--- src/rtl/tnn_pkg.sv ---
// Shared definitions for the ternary-neuron popcount sequencer:
// popcount port widths, ternary output codes, FSM states and sizing helpers.
package tnn_pkg;

   localparam int PC_IN_W  = 25;
   localparam int PC_OUT_W = 5;
   // Largest value an approximate popcount25 may report (all ones on 5 bits).
   localparam int PC_MAX   = 31;

   localparam logic [1:0] TERN_POS  = 2'b01;
   localparam logic [1:0] TERN_ZERO = 2'b00;
   localparam logic [1:0] TERN_NEG  = 2'b11;

   typedef enum logic [2:0] {
      ST_IDLE,
      ST_POS,
      ST_NEG,
      ST_DECIDE,
      ST_DONE
   } tnn_state_e;

   function automatic int num_chunks(input int in_bits);
      return (in_bits + PC_IN_W - 1) / PC_IN_W;
   endfunction

   // Wide enough that PC_MAX per chunk over every chunk can never wrap.
   function automatic int acc_width(input int in_bits);
      return $clog2(PC_MAX * num_chunks(in_bits) + 1);
   endfunction

endpackage

--- src/rtl/tnn_popcount_sequencer_if.sv ---
// Job request / result bundle between a neuron client and the sequencer.
interface tnn_popcount_sequencer_if
   import tnn_pkg::*;
#(
   parameter int IN_BITS = 100,
   parameter int ACC_W   = acc_width(IN_BITS)
);

   logic               in_valid;
   logic               in_ready;
   logic [IN_BITS-1:0] pos_vec;
   logic [IN_BITS-1:0] neg_vec;
   logic [ACC_W-1:0]   thr_pos;
   logic [ACC_W-1:0]   thr_neg;
   logic               out_valid;
   logic               out_ready;
   logic [1:0]         out_tern;
   logic [ACC_W-1:0]   pos_sum;
   logic [ACC_W-1:0]   neg_sum;

   modport master (
      output in_valid, pos_vec, neg_vec, thr_pos, thr_neg, out_ready,
      input  in_ready, out_valid, out_tern, pos_sum, neg_sum
   );

   modport slave (
      input  in_valid, pos_vec, neg_vec, thr_pos, thr_neg, out_ready,
      output in_ready, out_valid, out_tern, pos_sum, neg_sum
   );

endinterface

--- src/rtl/tnn_chunk_select.sv ---
// Picks 25-bit chunk k of a vector; bits beyond the vector width read as 0.
module tnn_chunk_select
   import tnn_pkg::*;
#(
   parameter int IN_BITS    = 100,
   parameter int NUM_CHUNKS = num_chunks(IN_BITS),
   parameter int K_W        = (NUM_CHUNKS > 1) ? $clog2(NUM_CHUNKS) : 1
) (
   input  logic [IN_BITS-1:0] vec,
   input  logic [K_W-1:0]     k,
   output logic [PC_IN_W-1:0] operand
);

   logic [NUM_CHUNKS*PC_IN_W-1:0] padded;

   // Zero-pad the vector to a whole number of chunks, then mux out chunk k.
   always_comb begin
      padded               = '0;
      padded[IN_BITS-1:0]  = vec;
      operand              = '0;
      for (int i = 0; i < NUM_CHUNKS; i++) begin
         if (k == K_W'(i)) operand = padded[i*PC_IN_W +: PC_IN_W];
      end
   end

endmodule

--- src/rtl/tnn_popcount_sequencer.sv ---
// Evaluates one ternary neuron by streaming the +1 and -1 activation vectors
// through an external popcount25 unit, one chunk per cycle, then thresholding
// the count difference into {+1, 0, -1}.
module tnn_popcount_sequencer
   import tnn_pkg::*;
#(
   parameter int IN_BITS = 100
) (
   input  logic                clk,
   input  logic                rst,
   tnn_popcount_sequencer_if.slave bus,
   output logic [PC_IN_W-1:0]  pc_operand,
   input  logic [PC_OUT_W-1:0] pc_result,
   output logic                busy
);

   localparam int NUM_CHUNKS = num_chunks(IN_BITS);
   localparam int ACC_W      = acc_width(IN_BITS);
   localparam int K_W        = (NUM_CHUNKS > 1) ? $clog2(NUM_CHUNKS) : 1;

   tnn_state_e         state;
   logic [K_W-1:0]     k;
   logic [IN_BITS-1:0] pos_q;
   logic [IN_BITS-1:0] neg_q;
   logic [ACC_W-1:0]   thr_pos_q;
   logic [ACC_W-1:0]   thr_neg_q;
   logic [ACC_W-1:0]   pos_acc;
   logic [ACC_W-1:0]   neg_acc;
   logic [1:0]         tern_q;
   logic [IN_BITS-1:0] sel_vec;
   logic [PC_IN_W-1:0] chunk_op;
   logic               last_chunk;

   // +1 wins over -1 so a zero threshold with zero difference reports +1.
   function automatic logic [1:0] tern_decide(input logic [ACC_W-1:0] p,
                                              input logic [ACC_W-1:0] n,
                                              input logic [ACC_W-1:0] tp,
                                              input logic [ACC_W-1:0] tn);
      logic signed [ACC_W:0] diff;
      logic signed [ACC_W:0] hi;
      logic signed [ACC_W:0] lo;
      diff = $signed({1'b0, p}) - $signed({1'b0, n});
      hi   = $signed({1'b0, tp});
      lo   = -$signed({1'b0, tn});
      if (diff >= hi)      return TERN_POS;
      else if (diff <= lo) return TERN_NEG;
      else                 return TERN_ZERO;
   endfunction

   assign last_chunk = (k == K_W'(NUM_CHUNKS - 1));
   assign sel_vec    = (state == ST_NEG) ? neg_q : pos_q;

   tnn_chunk_select #(
      .IN_BITS    (IN_BITS),
      .NUM_CHUNKS (NUM_CHUNKS),
      .K_W        (K_W)
   ) u_chunk_select (
      .vec     (sel_vec),
      .k       (k),
      .operand (chunk_op)
   );

   // Operand is forced quiet outside the accumulate phases.
   assign pc_operand    = (state == ST_POS || state == ST_NEG) ? chunk_op : '0;

   assign bus.in_ready  = (state == ST_IDLE);
   assign bus.out_valid = (state == ST_DONE);
   assign bus.out_tern  = tern_q;
   assign bus.pos_sum   = pos_acc;
   assign bus.neg_sum   = neg_acc;
   assign busy          = (state != ST_IDLE);

   // Job sequencer: capture, accumulate +1 chunks, accumulate -1 chunks, decide, hand off.
   always_ff @(posedge clk) begin
      if (rst) begin
         state   <= ST_IDLE;
         k       <= '0;
         pos_acc <= '0;
         neg_acc <= '0;
         tern_q  <= TERN_ZERO;
      end else begin
         case (state)
            ST_IDLE: begin
               if (bus.in_valid) begin
                  pos_q     <= bus.pos_vec;
                  neg_q     <= bus.neg_vec;
                  thr_pos_q <= bus.thr_pos;
                  thr_neg_q <= bus.thr_neg;
                  pos_acc   <= '0;
                  neg_acc   <= '0;
                  k         <= '0;
                  state     <= ST_POS;
               end
            end
            ST_POS: begin
               pos_acc <= pos_acc + ACC_W'(pc_result);
               if (last_chunk) begin
                  k     <= '0;
                  state <= ST_NEG;
               end else begin
                  k <= k + K_W'(1);
               end
            end
            ST_NEG: begin
               neg_acc <= neg_acc + ACC_W'(pc_result);
               if (last_chunk) begin
                  k     <= '0;
                  state <= ST_DECIDE;
               end else begin
                  k <= k + K_W'(1);
               end
            end
            ST_DECIDE: begin
               tern_q <= tern_decide(pos_acc, neg_acc, thr_pos_q, thr_neg_q);
               state  <= ST_DONE;
            end
            ST_DONE: begin
               if (bus.out_ready) state <= ST_IDLE;
            end
            default: state <= ST_IDLE;
         endcase
      end
   end

endmodule

--- src/flat_wrapper.sv ---
// flat-port wrapper written by rule: the top's interface ports become plain ports
module tnn_popcount_sequencer_flat import tnn_pkg::*;
#(
   parameter int IN_BITS = 100
)
  (clk, rst, pc_operand, pc_result, busy, bus_in_valid, bus_pos_vec, bus_neg_vec, bus_thr_pos, bus_thr_neg, bus_out_ready, bus_in_ready, bus_out_valid, bus_out_tern, bus_pos_sum, bus_neg_sum);
  tnn_popcount_sequencer_if #(.IN_BITS(IN_BITS), .ACC_W((7))) bus_i ();
  input  logic clk;
  input  logic rst;
  output logic [PC_IN_W-1:0] pc_operand;
  input  logic [PC_OUT_W-1:0] pc_result;
  output logic busy;
  input wire logic [$bits(bus_i.in_valid)-1:0] bus_in_valid;
  input wire logic [$bits(bus_i.pos_vec)-1:0] bus_pos_vec;
  input wire logic [$bits(bus_i.neg_vec)-1:0] bus_neg_vec;
  input wire logic [$bits(bus_i.thr_pos)-1:0] bus_thr_pos;
  input wire logic [$bits(bus_i.thr_neg)-1:0] bus_thr_neg;
  input wire logic [$bits(bus_i.out_ready)-1:0] bus_out_ready;
  output wire logic [$bits(bus_i.in_ready)-1:0] bus_in_ready;
  output wire logic [$bits(bus_i.out_valid)-1:0] bus_out_valid;
  output wire logic [$bits(bus_i.out_tern)-1:0] bus_out_tern;
  output wire logic [$bits(bus_i.pos_sum)-1:0] bus_pos_sum;
  output wire logic [$bits(bus_i.neg_sum)-1:0] bus_neg_sum;
  assign bus_i.in_valid = bus_in_valid;
  assign bus_i.pos_vec = bus_pos_vec;
  assign bus_i.neg_vec = bus_neg_vec;
  assign bus_i.thr_pos = bus_thr_pos;
  assign bus_i.thr_neg = bus_thr_neg;
  assign bus_i.out_ready = bus_out_ready;
  assign bus_in_ready = bus_i.in_ready;
  assign bus_out_valid = bus_i.out_valid;
  assign bus_out_tern = bus_i.out_tern;
  assign bus_pos_sum = bus_i.pos_sum;
  assign bus_neg_sum = bus_i.neg_sum;
  tnn_popcount_sequencer #(.IN_BITS(IN_BITS)) u_core (.clk(clk), .rst(rst), .bus(bus_i), .pc_operand(pc_operand), .pc_result(pc_result), .busy(busy));
endmodule
--- config.mk ---
export PLATFORM = sky130hd
export DESIGN_NAME = tnn_popcount_sequencer_flat
export DESIGN_NICKNAME = d
export VERILOG_FILES = /design/src/rtl/tnn_pkg.sv /design/src/rtl/tnn_popcount_sequencer_if.sv /design/src/rtl/tnn_chunk_select.sv /design/src/rtl/tnn_popcount_sequencer.sv /design/src/flat_wrapper.sv
export SDC_FILE = /design/constraint.sdc
export NUM_CORES = 1
export LEC_CHECK = 0
export CORE_UTILIZATION = 53
export DETAILED_ROUTE_END_ITERATION = 16
export GPL_TIMING_DRIVEN = 0
export PLACE_DENSITY = 0.83
export SYNTH_ARGS = -nofsm -noshare
export SYNTH_HDL_FRONTEND = slang
export SYNTH_HIERARCHICAL = 1
export SYNTH_SLANG_ARGS = --single-unit
--- constraint.sdc ---
create_clock -name clk -period 35 [get_ports clk]
set_input_delay 3.5 -clock clk [delete_from_list [all_inputs] [get_ports clk]]
set_output_delay 3.5 -clock clk [all_outputs]
set_load 0.02 [all_outputs]
==> results.tsv <==
metric	value	unit
Worst Path Required	31.50	ns
worst-path maximum fanout	10	
Worst-Skew Late Latency	0.52	ns
die area	20270	sq um
I/O pin count	267	
placer congestion estimate	0.8348	
die height	142.4	microns
most frequent cells in the layout	317 x nand2_1, 266 x clkdlybuf4s50_1, 214 x edfxtp_1	
Post-Syn Instances	840	
maximum vdd drop	0.00003607	V
Worst R2R End	u_core/pos_q[68]	
crit-path max cell delay	0.59	ns
Clock Tree Root	clkbuf_16	
layout cells sized above 1	8.204	%
Leakage	5.478	nW
Max Cap Viol	0	
clock skew	0.007504	ns
Via density	5.315	
share of the synthesized area in the top cell type	61.53	%
initial core utilization	54.91	%
Die W	142.4	microns
outcome	completed	
Post-CTS Setup Bufs	0	
Worst R2R Path Depth	10	
Final TNS setup	0	ns
Crit-path slowest cell	clkdlybuf4s50_1	
number of port buffers	266	
Synth Flop Type	edfxtp_1	
drc violations	0	
placed insts	1372	
Core Box Area	19020	sq um
Peak Freq	141.0	MHz
critical path startpoint	u_core/state[0]	
initial DRC count	447	
unrepaired setup endpoints after global routing	false	
routed len/inst	18.91	microns
Final Max Tran Viols	0	
Pwr Density	45.16	nW/um^2
Area Overhead vs Synth	37.35	%
Crit path top cell by count	buf_2	
CTS clk-pin slew, worst paths	0.06	ns
YS warnings	6	
first-pass GRT wire length	40.37	mm
Post-synth ARST share	0	%
setup violators final	0	
total grt overflow	0	
Finished Cell Area	14350	sq um
via count	7542	
Hold Vio Cnt, Final	0	
worst-margin pin slew	0.7296	ns
area leader, netlist	edfxtp_1	
TritonCTS buffer count	25	
M1 WL	9.985	mm
met2 routed WL	13.12	mm
# clock sinks	235	
row cnt	50	
sequential area share after synthesis	65.56	%
initial antenna violation count	1	
synthesized area	10440	sq um
post-CTS sizing	0	
Reg-to-Reg Start	u_core/state[0]	
post-route insts no fill	1419	
CP Launch Type	flop	
Detailed Place HPWL	19.60	mm
crit end category	output port	
Final Util	75.43	%
CP Class	flop to output port	
GRT Total Usage	26.93	%
crit path capture	pc_operand[0]	
Yosys reg bits	235	
post-route ant nets	0	
commonest non-fill, non-tap cell in the layout	nand2_1	
syn avg cell area	12.43	sq um
CTS H-tree depth	1	
Post-synth EDFFs	214	
largest net degree at the start of global routing	39	
DRT Wirelength	26.83	mm
vias in the first global route	7846	
Post-Syn Nets	1098	
CTS tree	done	
Distinct cells, synth	52	
worst path cell trace	buf_2 -> nand2b_1 -> or2_2 -> clkbuf_1 -> buf_2 -> buf_2 -> nand2_1 -> nand2_1 -> mux4_1 -> nor2b_1 -> clkdlybuf4s50_1	
cts hold-fix bufs	0	
DRT Pass-1 Iters	5	
Placed Area	13570	sq um
Critical Path AT	3.59	ns
max layer used	met4	
R2R Setup Slk	31.50	ns
Slew headroom	51.25	%
met3 WL	2.360	mm
minimum clock period	7.093	ns
Synth area leaders	edfxtp_1 62%, nand2_1 11%, mux4_2 4.3%	
Layout Nets	1397	
worst min-delay path class	flop to flop	
clock buffer depth	3	
fraction of the cycle the final worst path needs	20.27	%
==> critical path: cells and delay by family (launching register included) <==
family                 cells  cell delay, ns
DFF                        1            0.29
muxes                      1            0.47
and+or+nand+nor            5            0.83
buffers and inverters      5            1.48
==> cell families (layout without fill, tap and decap cells) <==
family                   Yosys count  count (layout)  share of synthesized area [%]
XOR/XNOR                          14              14                          1.174
AO/OA/AOI/OAI                     65              65                          3.954
other                              0               1                              0
adder cells (fa/ha/maj)           35              35                          4.409
flip-flops                       235             235                          65.56
buffers and inverters             58             376                          2.731
multiplexers                      28              28                          5.906
AND/OR/NAND/NOR                  405             405                          16.27
==> where the power goes <==
part,switching (mW),internal (mW),total [mW]
Combinational,0.0326,0.0441,0.0767
Clock,0.105,0.143,0.249
Sequential,0.00371,0.319,0.323
Total,0.141,0.506,0.648
==> worst min-delay path by stage <==
stage                           start     endpoint  slack (ns)  cells past startpoint
after floorplan           u_core/k[1]  u_core/k[1]        0.45                      2
after global placement    u_core/k[1]  u_core/k[1]        0.46                      2
after detailed placement  u_core/k[1]  u_core/k[1]        0.48                      2
after CTS                 u_core/k[1]  u_core/k[1]        0.48                      2
after global routing      u_core/k[1]  u_core/k[1]        0.53                      2
final                     u_core/k[1]  u_core/k[1]        0.50                      2
==> state kept, by name, indices dropped and copies added, names as in the netlist <==
signal	flops
u_core/state	3
u_core/thr_neg_q	7
u_core/thr_pos_q	7
u_core/bus.neg_sum	7
u_core/neg_q	100
u_core/bus.out_tern	2
u_core/bus.pos_sum	7
u_core/pos_q	100
u_core/k	2
==> stage by stage <==
step | worst slack (ns) | power (mW) | hold WS (ns)
after global routing | 27.70 | 0.6714 | 0.5254
after floorplan | 21.52 | 0.3659 | 0.4522
final | 27.91 | 0.6479 | 0.4957
after CTS | 27.86 | 0.6534 | 0.4840
after global placement | 17.73 | 0.4049 | 0.4640
after detailed placement | 28.45 | 0.4044 | 0.4759
==> cell type report <==
| cell class | instances | area [sq um] |
|---|---|---|
| multi-input cells | 547 | 3319 |
| clock inverters | 15 | 106.4 |
| flip-flops and latches | 235 | 6847 |
| clock buffers | 31 | 669.4 |
| repair buffers | 272 | 2790 |
| well taps | 260 | 325.3 |
| diodes | 1 | 2.502 |
| fillers | 1255 | 4673 |
| plain buffers | 38 | 210.2 |
| inverters | 20 | 75.07 |
==> Yosys cell counts, types with 13 or more instances <==
library cell,number
nor2_1,16
dfxtp_1,21
a21oi_1,26
clkbuf_1,18
edfxtp_1,214
nand3_1,13
mux4_2,20
nand2_1,317
buf_2,15
inv_1,20
nor2b_1,30
ha_1,32
==> per-layer routing <==
layer / GRT usage (%) / up-vias
met5: 0 / -
met4: 13.92 / 0
met3: 5.720 / 67
met2: 45.56 / 345
met1: 32.58 / 3584
li1: - / 3546
(Power assumes the default switching activity.)
